## config.mk

```make
export PLATFORM = sky130hd
export DESIGN_NAME = clk_period_meter
export DESIGN_NICKNAME = d
export VERILOG_FILES = /design/src/rtl/clk_period_meter.sv
export SDC_FILE = /design/constraint.sdc
export NUM_CORES = 1
export LEC_CHECK = 0
export ABC_CLOCK_PERIOD_IN_PS = 2740
export BUFFER_PORTS_ARGS = -buffer_cell sky130_fd_sc_hd__buf_2
export CAP_MARGIN = 20
export CORE_MARGIN = 5
export CORE_UTILIZATION = 57
export DETAILED_ROUTE_END_ITERATION = 8
export HOLD_SLACK_MARGIN = 0.02
export PLACE_DENSITY = 0.78
export SYNTH_ARGS = -nofsm -noshare
export SYNTH_HDL_FRONTEND = slang
export SYNTH_SLANG_ARGS = --single-unit
```

## constraint.sdc

```tcl
create_clock -name clk -period 2.74 [get_ports clk]
set_clock_uncertainty 0.2 [all_clocks]
set_input_delay 0 -clock clk [delete_from_list [all_inputs] [get_ports clk]]
set_output_delay 0 -clock clk [all_outputs]
set_load 0.1 [all_outputs]
```

## src/rtl/clk_period_meter.sv

```systemverilog
// clk_period_meter: synchronizes a slow clock/toggle, ticks on its rising edges,
// measures its period in clk cycles, and flags loss of signal. Option: PERIOD_METER_HIGH_TIME_EN.
module clk_period_meter #(
  parameter int CNT_W       = 32,
  parameter int SYNC_STAGES = 2,
  parameter int TIMEOUT     = 100000000
) (
  input  logic             clk,
  input  logic             rst_n,
  input  logic             slow_in,
  output logic             edge_tick,
  output logic [CNT_W-1:0] period,
  output logic             period_valid,
  output logic             locked,
  output logic             timeout
`ifdef PERIOD_METER_HIGH_TIME_EN
  ,
  output logic [CNT_W-1:0] high_time
`endif
);

  localparam logic [1:0] IDLE    = 2'd0;
  localparam logic [1:0] MEASURE = 2'd1;
  localparam logic [1:0] STALE   = 2'd2;

  localparam logic [CNT_W-1:0] CNT_MAX = CNT_W'(TIMEOUT);
  localparam logic [CNT_W-1:0] CNT_TO  = CNT_W'(TIMEOUT - 1);
  localparam logic [CNT_W-1:0] CNT_ONE = CNT_W'(1);

  logic [SYNC_STAGES-1:0] sync_q;
  logic                   sync_out;
  logic                   prev_q;
  logic                   rise;
  logic [CNT_W-1:0]       cnt;
  logic [1:0]             state;

  assign sync_out = sync_q[SYNC_STAGES-1];
  assign rise     = sync_out & ~prev_q;

  // synchronizer chain plus previous-value flop for edge detection
  always_ff @(posedge clk or negedge rst_n) begin
    if (!rst_n) begin
      sync_q <= '0;
      prev_q <= 1'b0;
    end else begin
      sync_q <= {sync_q[SYNC_STAGES-2:0], slow_in};
      prev_q <= sync_out;
    end
  end

  // registered one-cycle tick per synchronized rising edge
  always_ff @(posedge clk or negedge rst_n) begin
    if (!rst_n) edge_tick <= 1'b0;
    else        edge_tick <= rise;
  end

  // interval counter: restarts on each edge, saturates at TIMEOUT
  always_ff @(posedge clk or negedge rst_n) begin
    if (!rst_n)               cnt <= '0;
    else if (rise)            cnt <= '0;
    else if (cnt != CNT_MAX)  cnt <= cnt + CNT_ONE;
  end

  // lock/timeout state machine; an edge beats a coincident timeout
  always_ff @(posedge clk or negedge rst_n) begin
    if (!rst_n) begin
      state        <= IDLE;
      period       <= '0;
      period_valid <= 1'b0;
      locked       <= 1'b0;
      timeout      <= 1'b0;
    end else begin
      period_valid <= 1'b0;
      unique case (state)
        IDLE: begin
          if (rise) state <= MEASURE;
        end
        MEASURE: begin
          if (rise) begin
            period       <= cnt + CNT_ONE;
            period_valid <= 1'b1;
            locked       <= 1'b1;
          end else if (cnt == CNT_TO) begin
            state   <= STALE;
            timeout <= 1'b1;
            locked  <= 1'b0;
          end
        end
        STALE: begin
          if (rise) begin
            state   <= MEASURE;
            timeout <= 1'b0;
          end
        end
        default: state <= IDLE;
      endcase
    end
  end

`ifdef PERIOD_METER_HIGH_TIME_EN
  logic [CNT_W-1:0] hcnt;

  // high-phase counter; the rising-edge cycle is itself a high cycle
  always_ff @(posedge clk or negedge rst_n) begin
    if (!rst_n)                            hcnt <= '0;
    else if (rise)                         hcnt <= CNT_ONE;
    else if (sync_out && hcnt != CNT_MAX)  hcnt <= hcnt + CNT_ONE;
  end

  // capture high time on the synchronized falling edge while measuring
  always_ff @(posedge clk or negedge rst_n) begin
    if (!rst_n)
      high_time <= '0;
    else if (!sync_out && prev_q && state == MEASURE)
      high_time <= hcnt;
  end
`endif

endmodule
```

==> results by group <==
Route
  • Post-route ant nets: 0
  • DR vias: 2413
  • Final wirelength: 6.504 mm
  • DR vias/cell: 5.718
  • DR WL/cell: 15.41 um
  • Drt first pass iters: 5
  • First DRT Iteration DRCs: 221
  • DRC: 0

Pwr
  • Power Density: 810.2 nW/um^2
  • P_leak: 0.001668 uW
  • Switch share: 0.3901
  • Internal power: 1799 uW
  • Clk pwr share: 0.296
  • Seq pwr share: 0.421
  • Switching pwr: 1150 uW
  • Combinational power share: 0.283
  • Tot Pwr: 2949 uW
  • Maximum VDD drop: 552.1 uV

Setup path
  • Top delay family on crit path: simple AND/OR/NAND/NOR gates
  • Worst path arrival time: 2340 ps
  • Critical path fanouts, max: 7
  • Crit path largest cell delay: 700 ps
  • CP max stage cell: or4_1
  • Crit path launch type: flop
  • Crit Path Category: flop to flop
  • CP Cell Sequence: nand3_2 > or4_1 > nor4_4 > xnor2_1 > a21oi_1
  • Crit path required time: 2760 ps
  • WP depth: 5
  • Buf+Inv Stages, Crit Path: 0
  • R2R cell count: 5
  • CP Capture Type: flop

Yosys
  • Ys async rst share: 1.000
  • Yosys warnings: 0
  • Synthesized instance count: 304
  • Synth Cell Area: 3172 um^2
  • FF+latch count, synth: 73
  • Seq/Total Area, Yosys: 0.5759
  • Average cell area after synthesis: 10.43 um^2
  • Primary FF master, synth: dfrtp_1
  • Mapped Nets: 309
  • Synth unique cells: 38
  • Number of synthesized flops with an enable pin: 0

Placement
  • HPWL after DPL: 4.539 mm
  • Post-DP Area: 3412 um^2
  • Dpl cells: 404
  • Routability cong.: 0.9038
  • PortBufs: 38
  • Post-Place Setup Slack: 469.9 ps

Flow run
  • Max Cap Viol: 0

Final layout
  • # fillers: 452
  • Cell Count, Final, Fillers Out: 422
  • # diodes: 0
  • Proportion of layout cells with a drive suffix above 1: 0.2000
  • Area added between synthesis and finish: 14.75%
  • Net count, final: 350
  • Final instance area: 3640 um^2

GRT
  • First-pass GRT wire length: 11.25 mm
  • Vias in the first global route: 2298
  • Initial antenna violation count: 0
  • Gr usage total: 0.1975
  • Largest net degree at the start of global routing: 43
  • Grt total ovfl: 0

Worst hold path
  • Min-delay worst type: input pin to async pin

Floorplanning
  • I/O Pins: 39
  • Die ar.: 7156 um^2
  • Die X: 84.60 um
  • Initial core utilization: 0.5796
  • Chip height: 84.60 um
  • Site Rows: 27
  • Core area: 5473 um^2

Clock tree
  • Resized cells post-CTS: 0
  • Clock latency on the worst-skew pair: 350 ps
  • Worst-case clock buffer depth: 2
  • Num CTS Buffers: 9
  • H-tree depth: 3
  • CTS tree: built
  • CTS Sinks: 73
  • Reg clk slew, reported paths: 70 ps
  • Root buffer cell: clkbuf_8

Status
  • Status: complete, no violations

Timing
  • Rel. slew slack: 0.5049
  • Final hold viol count: 0
  • RSZ-0062 raised after global routing: no
  • Final setup violation count: 0
  • Final setup TNS: 0 ps
  • Slack of the critical path: 413.5 ps
  • Fmax: 429.8 MHz
  • Slew Limit Fails: 0
  • Tcrit/Tclk final: 0.8491
  • Final Critical Period: 2326 ps
  • Slew @ Worst Pin: 742.7 ps
==> through the flow <==
| step | util | hold WS, ps |
|---|---|---|
| CTS | 0.6651 | 67.73 |
| finish | 0.6651 | 45.83 |
| detailed placement | 0.6235 | -93.85 |
| global route | 0.6651 | 113.6 |
| floorplan | - | -495.6 |
| global placement | 0.6235 | -103.1 |
==> synthesized netlist by cell type, types with 3 or more instances <==
cell type / instances / area [um^2]
xor2_1: 19 / 166.4
dfrtp_1: 73 / 1827
nand4_1: 14 / 87.58
and3_1: 5 / 31.28
nor3_1: 5 / 25.02
and4_1: 3 / 26.28
clkbuf_1: 8 / 30.03
nand2_1: 14 / 52.55
buf_2: 4 / 20.02
clkbuf_8: 3 / 41.29
a21oi_1: 31 / 155.2
nor2_1: 66 / 247.7
nand3_1: 10 / 50.05
nor4_1: 5 / 31.28
xnor2_1: 12 / 105.1
==> layout by cell type, fill, tap and decap left out, types with 2 or more instances in the layout <==
| master | synthesis | final |
|---|---|---|
| nor2_1 | 66 | 66 |
| nand2b_1 | 2 | 2 |
| and2_1 | 2 | 2 |
| nand3_1 | 10 | 10 |
| xor2_1 | 19 | 19 |
| nand2_1 | 14 | 14 |
| dlygate4sd3_1 | 0 | 2 |
| clkbuf_1 | 8 | 2 |
| nand3_2 | 2 | 2 |
| xnor2_1 | 12 | 12 |
| inv_1 | 2 | 2 |
| nor4_1 | 5 | 5 |
| dfrtp_1 | 73 | 73 |
| buf_2 | 4 | 38 |
| clkbuf_8 | 3 | 12 |
| nor3b_2 | 1 | 2 |
| buf_4 | 0 | 5 |
| mux2_2 | 2 | 2 |
| nand4_1 | 14 | 14 |
| nor3_1 | 5 | 5 |
| and3_2 | 2 | 2 |
| and4_1 | 3 | 3 |
| a31oi_1 | 2 | 2 |
| ha_1 | 2 | 2 |
| nor4b_1 | 2 | 2 |
| a21oi_1 | 31 | 31 |
| and3_1 | 5 | 5 |
==> worst paths after layout <==
kind | startpoint | end | slack, ps
max | cnt[8]$_DFFE_PN0P_ | period[29]$_DFFE_PN0P_ | 410
min | rst_n | period[10]$_DFFE_PN0P_ | 50
max reg2reg | cnt[8]$_DFFE_PN0P_ | period[29]$_DFFE_PN0P_ | 410
min reg2reg | sync_q[0]$_DFF_PN0_ | sync_q[1]$_DFF_PN0_ | 150
max in group asynchronous | rst_n | sync_q[0]$_DFF_PN0_ | 1630
min in group clk | slow_in | sync_q[0]$_DFF_PN0_ | 100
==> layout make-up <==
class / instances / area, um^2 / area share
sequential: 73 / 1827 / 0.5019
clock inverter: 2 / 35.03 / 0.009625
clock buffer: 14 / 172.7 / 0.04744
inverter: 3 / 11.26 / 0.003094
tap: 72 / 90.09 / 0.02475
multi-input combinational: 212 / 1236 / 0.3396
timing repair buffer: 46 / 267.8 / 0.07356
==> power by group through the flow <==
stage               logic, uW  registers, uW  clock network, uW
detailed placement        840           1260                  0
finish                    836           1240                872
CTS                       844           1240                886
floorplan                 141           1810                  0
global placement          833           1260                  0
global route              874           1260                934
==> state kept, by name, summed over array words and instances, names as in the netlist <==
name / count
cnt: 32
edge_tick: 1
locked: 1
period: 32
period_valid: 1
prev_q: 1
state: 2
sync_q: 2
timeout: 1
==> per-layer routing <==
metal / track usage / routed length [um]
met1: 0.2842 / 3052
met2: 0.2947 / 2946
met3: 0.03238 / 335
met4: 0.08921 / 170
met5: 0 / 0
==> kinds of logic after synthesis <==
| family | count (synthesis) | share of synthesized area |
|---|---|---|
| fa+ha+maj | 2 | 0.007888 |
| flops | 73 | 0.5759 |
| xor+xnor | 31 | 0.08560 |
| compound gates | 36 | 0.05878 |
| simple gates | 140 | 0.2256 |
| mux | 3 | 0.01026 |
| buf+inv | 19 | 0.03590 |
==> timing repair <==
action,in CTS,in global routing
setup endpoints to repair,0,0
hold endpoints to repair,32,0
hold buffers,2,0
buffers inserted,0,0
Power figures use the tool's default switching activity.
